File: src/rtl/hb_io_pkg.sv
// Shared constants for the HB I/O port block: I/O space nibble and register offsets.
package hb_io_pkg;

  localparam logic [3:0] IO_SPACE   = 4'hF;
  localparam logic [3:0] OFS_OUT0   = 4'd0;
  localparam logic [3:0] OFS_IN0    = 4'd4;
  localparam logic [3:0] OFS_STATUS = 4'd8;
  localparam logic [3:0] OFS_ERROR  = 4'd9;

  // True when ofs addresses channel idx of a bank starting at base.
  function automatic logic ofs_hit(input logic [3:0] ofs, input logic [3:0] base, input int idx);
    return ofs == (base + 4'(idx));
  endfunction

endpackage

File: src/rtl/hb_io_in_chan.sv
// One input channel: holding register with full flag and sticky overrun flag.
module hb_io_in_chan #(
  parameter int DATA_W = 8
) (
  input  logic              clk,
  input  logic              rst_b,
  input  logic              strobe,
  input  logic [DATA_W-1:0] din,
  input  logic              rd,
  input  logic              err_clr,
  output logic [DATA_W-1:0] dout,
  output logic              full,
  output logic              overrun
);

  always_ff @(posedge clk or negedge rst_b) begin
    if (!rst_b) begin
      dout    <= '0;
      full    <= 1'b0;
      overrun <= 1'b0;
    end else begin
      // A strobe coinciding with a read refills the register, so full stays set.
      if (strobe) begin
        dout <= din;
        full <= 1'b1;
      end else if (rd) begin
        full <= 1'b0;
      end
      // A new overrun wins over clear-on-read in the same cycle.
      if (strobe && full && !rd)
        overrun <= 1'b1;
      else if (err_clr)
        overrun <= 1'b0;
    end
  end

endmodule

File: src/rtl/hb_io_ports.sv
// Memory-mapped I/O port block: output channels with valid/ack handshake,
// input channels with holding registers, STATUS/ERROR registers and irq.
module hb_io_ports
  import hb_io_pkg::*;
#(
  parameter int DATA_W = 8,
  parameter int N_OUT  = 2,
  parameter int N_IN   = 1,
  parameter int ADDR_W = 12
) (
  input  logic                    clk,
  input  logic                    rst_b,
  input  logic                    en,
  input  logic [ADDR_W-1:0]       io_address,
  input  logic                    csram_b,
  input  logic                    weram_b,
  input  logic [DATA_W-1:0]       wdata,
  output logic [DATA_W-1:0]       rdata,
  output logic                    rdata_oe_b,
  output logic [N_OUT*DATA_W-1:0] out_data,
  output logic [N_OUT-1:0]        out_valid,
  input  logic [N_OUT-1:0]        out_ack,
  input  logic [N_IN*DATA_W-1:0]  in_data,
  input  logic [N_IN-1:0]         in_strobe,
  output logic                    irq
);

  logic       sel;
  logic       rd;
  logic       wr;
  logic       err_clr;
  logic [3:0] ofs;

  assign sel     = en & ~csram_b & (io_address[ADDR_W-1 -: 4] == IO_SPACE);
  assign ofs     = io_address[3:0];
  assign rd      = sel & weram_b;
  assign wr      = sel & ~weram_b;
  assign err_clr = rd & (ofs == OFS_ERROR);

  if (ADDR_W > 8) begin : g_unused
    logic unused_addr_bits;
    assign unused_addr_bits = ^io_address[ADDR_W-5:4];
  end

  logic [DATA_W-1:0] out_reg [N_OUT];
  logic [N_OUT-1:0]  out_valid_q;
  logic [N_OUT-1:0]  out_ovf;

  always_ff @(posedge clk or negedge rst_b) begin
    if (!rst_b) begin
      for (int k = 0; k < N_OUT; k++) out_reg[k] <= '0;
      out_valid_q <= '0;
      out_ovf     <= '0;
    end else begin
      for (int k = 0; k < N_OUT; k++) begin
        if (wr && ofs_hit(ofs, OFS_OUT0, k)) begin
          // An ack in the same cycle frees the slot before the new word lands.
          if (!out_valid_q[k] || out_ack[k]) begin
            out_reg[k]     <= wdata;
            out_valid_q[k] <= 1'b1;
          end else begin
            out_ovf[k] <= 1'b1;
          end
        end else begin
          if (out_ack[k]) out_valid_q[k] <= 1'b0;
          if (err_clr)    out_ovf[k]     <= 1'b0;
        end
      end
    end
  end

  for (genvar k = 0; k < N_OUT; k++) begin : g_out
    assign out_data[k*DATA_W +: DATA_W] = out_reg[k];
  end
  assign out_valid = out_valid_q;

  logic [DATA_W-1:0] in_reg [N_IN];
  logic [N_IN-1:0]   in_full;
  logic [N_IN-1:0]   in_ovr;

  for (genvar j = 0; j < N_IN; j++) begin : g_in
    hb_io_in_chan #(.DATA_W(DATA_W)) u_chan (
      .clk     (clk),
      .rst_b   (rst_b),
      .strobe  (in_strobe[j]),
      .din     (in_data[j*DATA_W +: DATA_W]),
      .rd      (rd & ofs_hit(ofs, OFS_IN0, j)),
      .err_clr (err_clr),
      .dout    (in_reg[j]),
      .full    (in_full[j]),
      .overrun (in_ovr[j])
    );
  end

  logic [3:0]        valid4, full4, ovf4, ovr4;
  logic [DATA_W-1:0] rd_word;

  always_comb begin
    valid4 = '0;
    full4  = '0;
    ovf4   = '0;
    ovr4   = '0;
    valid4[N_OUT-1:0] = out_valid_q;
    ovf4[N_OUT-1:0]   = out_ovf;
    full4[N_IN-1:0]   = in_full;
    ovr4[N_IN-1:0]    = in_ovr;
    rd_word = '0;
    for (int k = 0; k < N_OUT; k++)
      if (ofs_hit(ofs, OFS_OUT0, k)) rd_word = out_reg[k];
    for (int j = 0; j < N_IN; j++)
      if (ofs_hit(ofs, OFS_IN0, j)) rd_word = in_reg[j];
    if (ofs == OFS_STATUS) rd_word = DATA_W'({full4, valid4});
    if (ofs == OFS_ERROR)  rd_word = DATA_W'({ovr4, ovf4});
  end

  assign rdata      = rd ? rd_word : '0;
  assign rdata_oe_b = ~rd;
  assign irq        = (|in_full) | (|out_ovf) | (|in_ovr);

endmodule

File: config.mk
export PLATFORM = sky130hd
export DESIGN_NAME = hb_io_ports
export DESIGN_NICKNAME = d
export VERILOG_FILES = /design/src/rtl/hb_io_pkg.sv /design/src/rtl/hb_io_in_chan.sv /design/src/rtl/hb_io_ports.sv
export SDC_FILE = /design/constraint.sdc
export NUM_CORES = 1
export LEC_CHECK = 0
export ABC_CLOCK_PERIOD_IN_PS = 1800
export CORE_ASPECT_RATIO = 1.75
export CORE_UTILIZATION = 30
export CTS_CLUSTER_DIAMETER = 40
export DETAILED_ROUTE_END_ITERATION = 16
export MAX_ROUTING_LAYER = met4
export PLACE_DENSITY = 0.72
export RECOVER_POWER = 100
export SKIP_LAST_GASP = 1
export SLEW_MARGIN = 5
export SYNTH_ARGS = -nofsm -noshare
export SYNTH_HDL_FRONTEND = slang
export SYNTH_SLANG_ARGS = --single-unit
File: constraint.sdc
create_clock -name clk -period 1.8 [get_ports clk]
set_input_delay 0.36 -clock clk [delete_from_list [all_inputs] [get_ports clk]]
set_output_delay 0.36 -clock clk [all_outputs]
set_load 0.01 [all_outputs]
-- Word-level counts from Yosys, hierarchy flattened
Cells that the tools add are included.
- register bits after elaboration: 30
- output and inout port bits: 28
- word-level logic and storage cells: 72
- equality and inequality tests: 9
- mux-type cells: 20
- bitwise logic cells: 11
- reductions and logical operators: 23
- operator list (kind ; count):
    two-way mux 8 bit ; 6
    two-way mux 1 bit ; 14
    == test 4 bit (second input constant) ; 3
    AND reduction 2 bit ; 6
    nonzero test 2 bit ; 6
    AND 1 bit ; 6
    == test 4 x 1 -> 1 bit (second input constant) ; 1
    == test 4 x 3 -> 1 bit (second input constant) ; 1
    logical AND 1 bit ; 4
    logical NOT 4 bit ; 1
    inequality test 2 x 1 -> 1 bit (second input constant) ; 2
    inequality test 2 bit (second input constant) ; 2
    logical NOT 1 bit ; 3
    NOT 1 bit ; 3
    logical OR 1 bit ; 2
    OR 1 bit ; 2
    OR reduction 2 bit ; 1

-- Longest topological paths before layout
- depth in word-level cells: 8
- depth in mapped cells: 5

-- By module
A second synthesis with hierarchy kept.
- cell total of the unflattened synthesis: 133
- area, all modules: 1657.8 µm²
- by module, submodules not included (module ; times used ; cells an instance ; area an instance (µm²) ; sequential area each (µm²)):
    hb_io_ports ; 1 ; 110 ; 1249.9 ; 500.5
    hb_io_in_chan ; 1 ; 23 ; 407.9 ; 250.2

-- Least setup slack after synthesis
Ideal clock, no wire load.
- path kind: in2out
- start: input io_address[3]
- end: output rdata[0]
- data arrival time: 1442 ps
- data required time: 1440 ps
- slack: -2 ps
- stages on the path: 5
- path buffers: 1
- cells stage by stage: buf_6 nor4b_4 and2_1 o22ai_1 a21oi_1
- cells in the longest elaborated chain, start to end: 7
- elaborated cells between the ends (all ways): 11
- RTL lines (what ; RTL line ; text):
    start: declaration ; hb_io_ports.sv:14 ; input logic [ADDR_W-1:0] io_address,
    logical NOT 4 bit ; hb_io_pkg.sv:12 ; return ofs == (base + 4'(idx));
    two-way mux 8 bit (2 in a row) ; hb_io_ports.sv:109 ; if (ofs_hit(ofs, OFS_OUT0, k)) rd_word = out_reg[k];
    two-way mux 8 bit ; hb_io_ports.sv:111 ; if (ofs_hit(ofs, OFS_IN0, j)) rd_word = in_reg[j];
    two-way mux 8 bit ; hb_io_ports.sv:112 ; if (ofs == OFS_STATUS) rd_word = DATA_W'({full4, valid4});
    two-way mux 8 bit (*) ; hb_io_ports.sv:113 ; if (ofs == OFS_ERROR) rd_word = DATA_W'({ovr4, ovf4});
    two-way mux 8 bit (*) ; hb_io_ports.sv:116 ; assign rdata = rd ? rd_word : '0;
    end: declaration ; hb_io_ports.sv:18 ; output logic [DATA_W-1:0] rdata,
Every way passes the cells marked *; elsewhere a longest branch is shown, timed or not.

-- Final worst setup path
- start: input io_address[0]
- end: output rdata[1]
Same word-level chain as after synthesis.

==> impl_metrics.py <==
metrics = {
    "status": {
        "status": "finished with violations",
        "failed_checks": "setup timing",
    },
    "detailed_routing": {
        "vias": 1486,
        "wl_microns": 4710,
        "drc": 0,
        "postRouteAntennaNets": 0,
        "avgViaCountPerCell": 5.12,
        "dr.pass1.iters": 6,
        "wl_per_cell_microns": 16.3,
        "first_iter_violations": 26,
    },
    "power": {
        "p_per_area_mw_per_mm2": 656,
        "p_leak_nw": 1.25,
        "ir_drop_v": 0.000445,
    },
    "cells_and_area": {
        "fin_area_sq_mm": 0.00275,
        "nets": 271,
        "area_growth_syn_to_layout_pct": 79.4,
        "drive_gt1_frac": 0.487,
        "layout.cells.non_filler": 290,
        "fillers": 435,
        "n_antenna_cell": 0,
    },
    "synthesis": {
        "async_reset_ff_frac": 1.00,
        "yosysUniqueCellTypes": 31,
        "yosysSeqAreaShare": 0.489,
        "syn_inst": 129,
        "synth.area.top_cells": "dfrtp_1 49%, mux2_2 17%, a222oi_1 3.3%",
        "synth.avg_cell_area_sq_um": 11.9,
        "synth-seq-cells": 30,
        "synth_top_area_frac": 0.489,
        "ys_warn_count": 0,
        "syn_nets": 165,
        "netlist_area_sq_mm": 0.00153,
        "yosys.area.top_type": "dfrtp_1",
        "ys_top_cells_by_count": "30 x dfrtp_1, 23 x mux2_2, 11 x nor2_1",
        "yosysMostFrequentCell": "dfrtp_1",
        "synth_top_flop_cell": "dfrtp_1",
        "synth_edf_count": 0,
    },
    "placed_design": {
        "place_area_sq_mm": 0.00239,
        "gp_congestion": 0.813,
        "port_buffers": 59,
        "dp_hpwl_microns": 3320,
        "dp.cells": 267,
        "dp_slack_ps": -841,
    },
    "worst_setup_path": {
        "r2r_end": "out_data[5]",
        "path_cells": "buf_2 -> buf_6 -> buf_4 -> buf_4 -> a211oi_2 -> o22ai_2 -> a21oi_1 -> buf_2",
        "rrSetupSlack_ps": 410,
        "critPathBufInv": 5,
        "crit_family": "buffers and inverters",
        "crit_type": "in2out",
        "crit-reg2reg-launch": "out_valid[0]",
        "start_kind": "primary input",
        "critPathSlowestCell": "a211oi_2",
        "rr_worst_depth": 4,
        "endpoint_kind": "primary output",
        "required_ps": 1440,
        "cp_slowest_stage_delay_ps": 240,
        "critical_path.max_fanout": 6,
        "arrival_ps": 1490,
    },
    "die": {
        "start_util": 0.311,
        "rows": 34,
        "fp.dieW_microns": 56.1,
        "core_sq_mm": 0.00493,
        "die_y_microns": 96.6,
        "ios": 64,
        "dieArea_sq_mm": 0.00541,
    },
    "global_routing": {
        "grt_util_met1": 0.181,
        "met3_usage": 0.0320,
        "grt_max_degree": 31,
        "grt_pass1_vias": 1600,
        "grt_antenna_before_repair": 0,
        "grt_usage": 0.191,
        "grt.busiest_layer": "met2",
        "grt_use_met2": 0.353,
        "grt_overflow": 0,
        "grt_first_pass_wirelength_microns": 7460,
    },
    "clocking": {
        "cts_max_path_buffers": 2,
        "cts_buffers": 5,
        "clkLatencyLatePin_ps": 290,
        "path_clk_slew_ps": 60,
        "clkSinkCount": 30,
        "root_buffer": "clkbuf_8",
        "h-tree-depth": 2,
        "tritoncts": "done",
    },
    "timing": {
        "max_clock_freq_mhz": 541,
        "setup_ws_ps": -48.6,
        "rsz0062_at_grt": "yes",
        "min_period_ps": 1850,
        "period_share": 1.03,
        "relSlewSlack": 0.495,
        "slew_violations": 0,
        "hold_viol": 0,
        "fin_worst_skew_ps": 9.65,
        "setup_violations": 6,
        "tightest_slew_ps": 757,
    },
    "job": {
        "cap_violations": 0,
    },
    "hold_path": {
        "hp-class": "reg2reg",
        "min_from": "g_in[0].u_chan.dout[6]",
        "whs_path_depth": 1,
        "holdPathEnd": "g_in[0].u_chan.dout[6]",
    },
}
-- through the flow --
stage / power [mW] / setup TNS, ps / util / hold slack (ps)
after floorplan: 0.793 / 0 / - / 64.4
after global placement: 0.932 / -13400 / 0.484 / 491
after detailed placement: 0.935 / -12900 / 0.484 / 501
after CTS: 1.81 / -296 / 0.547 / 479
after global routing: 1.86 / -497 / 0.558 / 534
final: 1.80 / -179 / 0.558 / 510
-- routing by layer --
metal | vias up | wire [microns]
met3 | 17 | 184
met2 | 50 | 2620
li1 | 699 | -
met1 | 720 | 1700
met4 | 0 | 208
met5 | - | 0
-- timing repair --
action | CTS | global route
pin swaps | 24 | 15
hold buffers | 0 | 0
resized for setup | 93 | 18
gates cloned | 1 | 0
setup endpoints to repair | 19 | 9
buffers inserted | 13 | 7
-- worst max-delay path by stage --
| stage | endpoint | slack (ps) | start | cells after the start |
|---|---|---|---|---|
| after detailed placement | rdata[0] | -840 | io_address[3] | 7 |
| after global placement | rdata[0] | -840 | io_address[3] | 7 |
| after CTS | rdata[2] | -80 | io_address[3] | 7 |
| after floorplan | rdata[0] | 5 | io_address[1] | 5 |
| final | rdata[1] | -50 | io_address[0] | 8 |
| after global routing | rdata[2] | -100 | io_address[0] | 7 |
-- placed cells by master (no fill, tap or decap), drive strengths merged, types with 4 or more instances in the layout --
master and n:
a222oi 5, buf 57, nand3 6, nand2 5, a21oi 4, nor2 11, mux2 24, clkbuf 9
dfrtp 30, clkdlybuf4s50 37, clkdlybuf4s15 4, nor2b 4, o21ai 6
-- worst reg2reg max path: cells and delay by family, from the launching register on --
kind / cells / cell delay (ps)
flops: 1 / 380
mux: 1 / 350
simple gates: 3 / 530
-- where the power goes --
group	leakage (nW)	total [mW]	internal (mW)	switching [mW]
Clock	0.0714	0.851	0.590	0.261
Sequential	0.390	0.712	0.698	0.0145
Combinational	0.785	0.241	0.145	0.0958
Total	1.25	1.80	1.43	0.371
-- cell families (layout without fill, tap and decap cells) --
| family | after synthesis | after routing | share of synthesized area |
|---|---|---|---|
| AND/OR/NAND/NOR | 40 | 40 | 0.182 |
| flip-flops | 30 | 30 | 0.489 |
| AO/OA/AOI/OAI | 27 | 27 | 0.121 |
| multiplexers | 25 | 25 | 0.183 |
| buffers and inverters | 7 | 114 | 0.0253 |
-- layout make-up --
| cell class | count | area [sq um] | area share |
|---|---|---|---|
| well taps | 54 | 67.6 | 0.0246 |
| multi-input cells | 92 | 858 | 0.312 |
| clock inverters | 2 | 60.1 | 0.0218 |
| repair buffers | 105 | 928 | 0.337 |
| flip-flops and latches | 30 | 751 | 0.273 |
| clock buffers | 6 | 82.6 | 0.0300 |
| inverters | 1 | 3.75 | 0.00136 |
-- sequential cells by signal, summed over array words and instances, names as in the netlist --
register / count
g_in.u_chan.overrun: 1
out_data: 16
g_in.u_chan.full: 1
g_in.u_chan.dout: 8
out_ovf: 2
out_valid: 2
No activity file was read; power rests on OpenSTA's default activity.
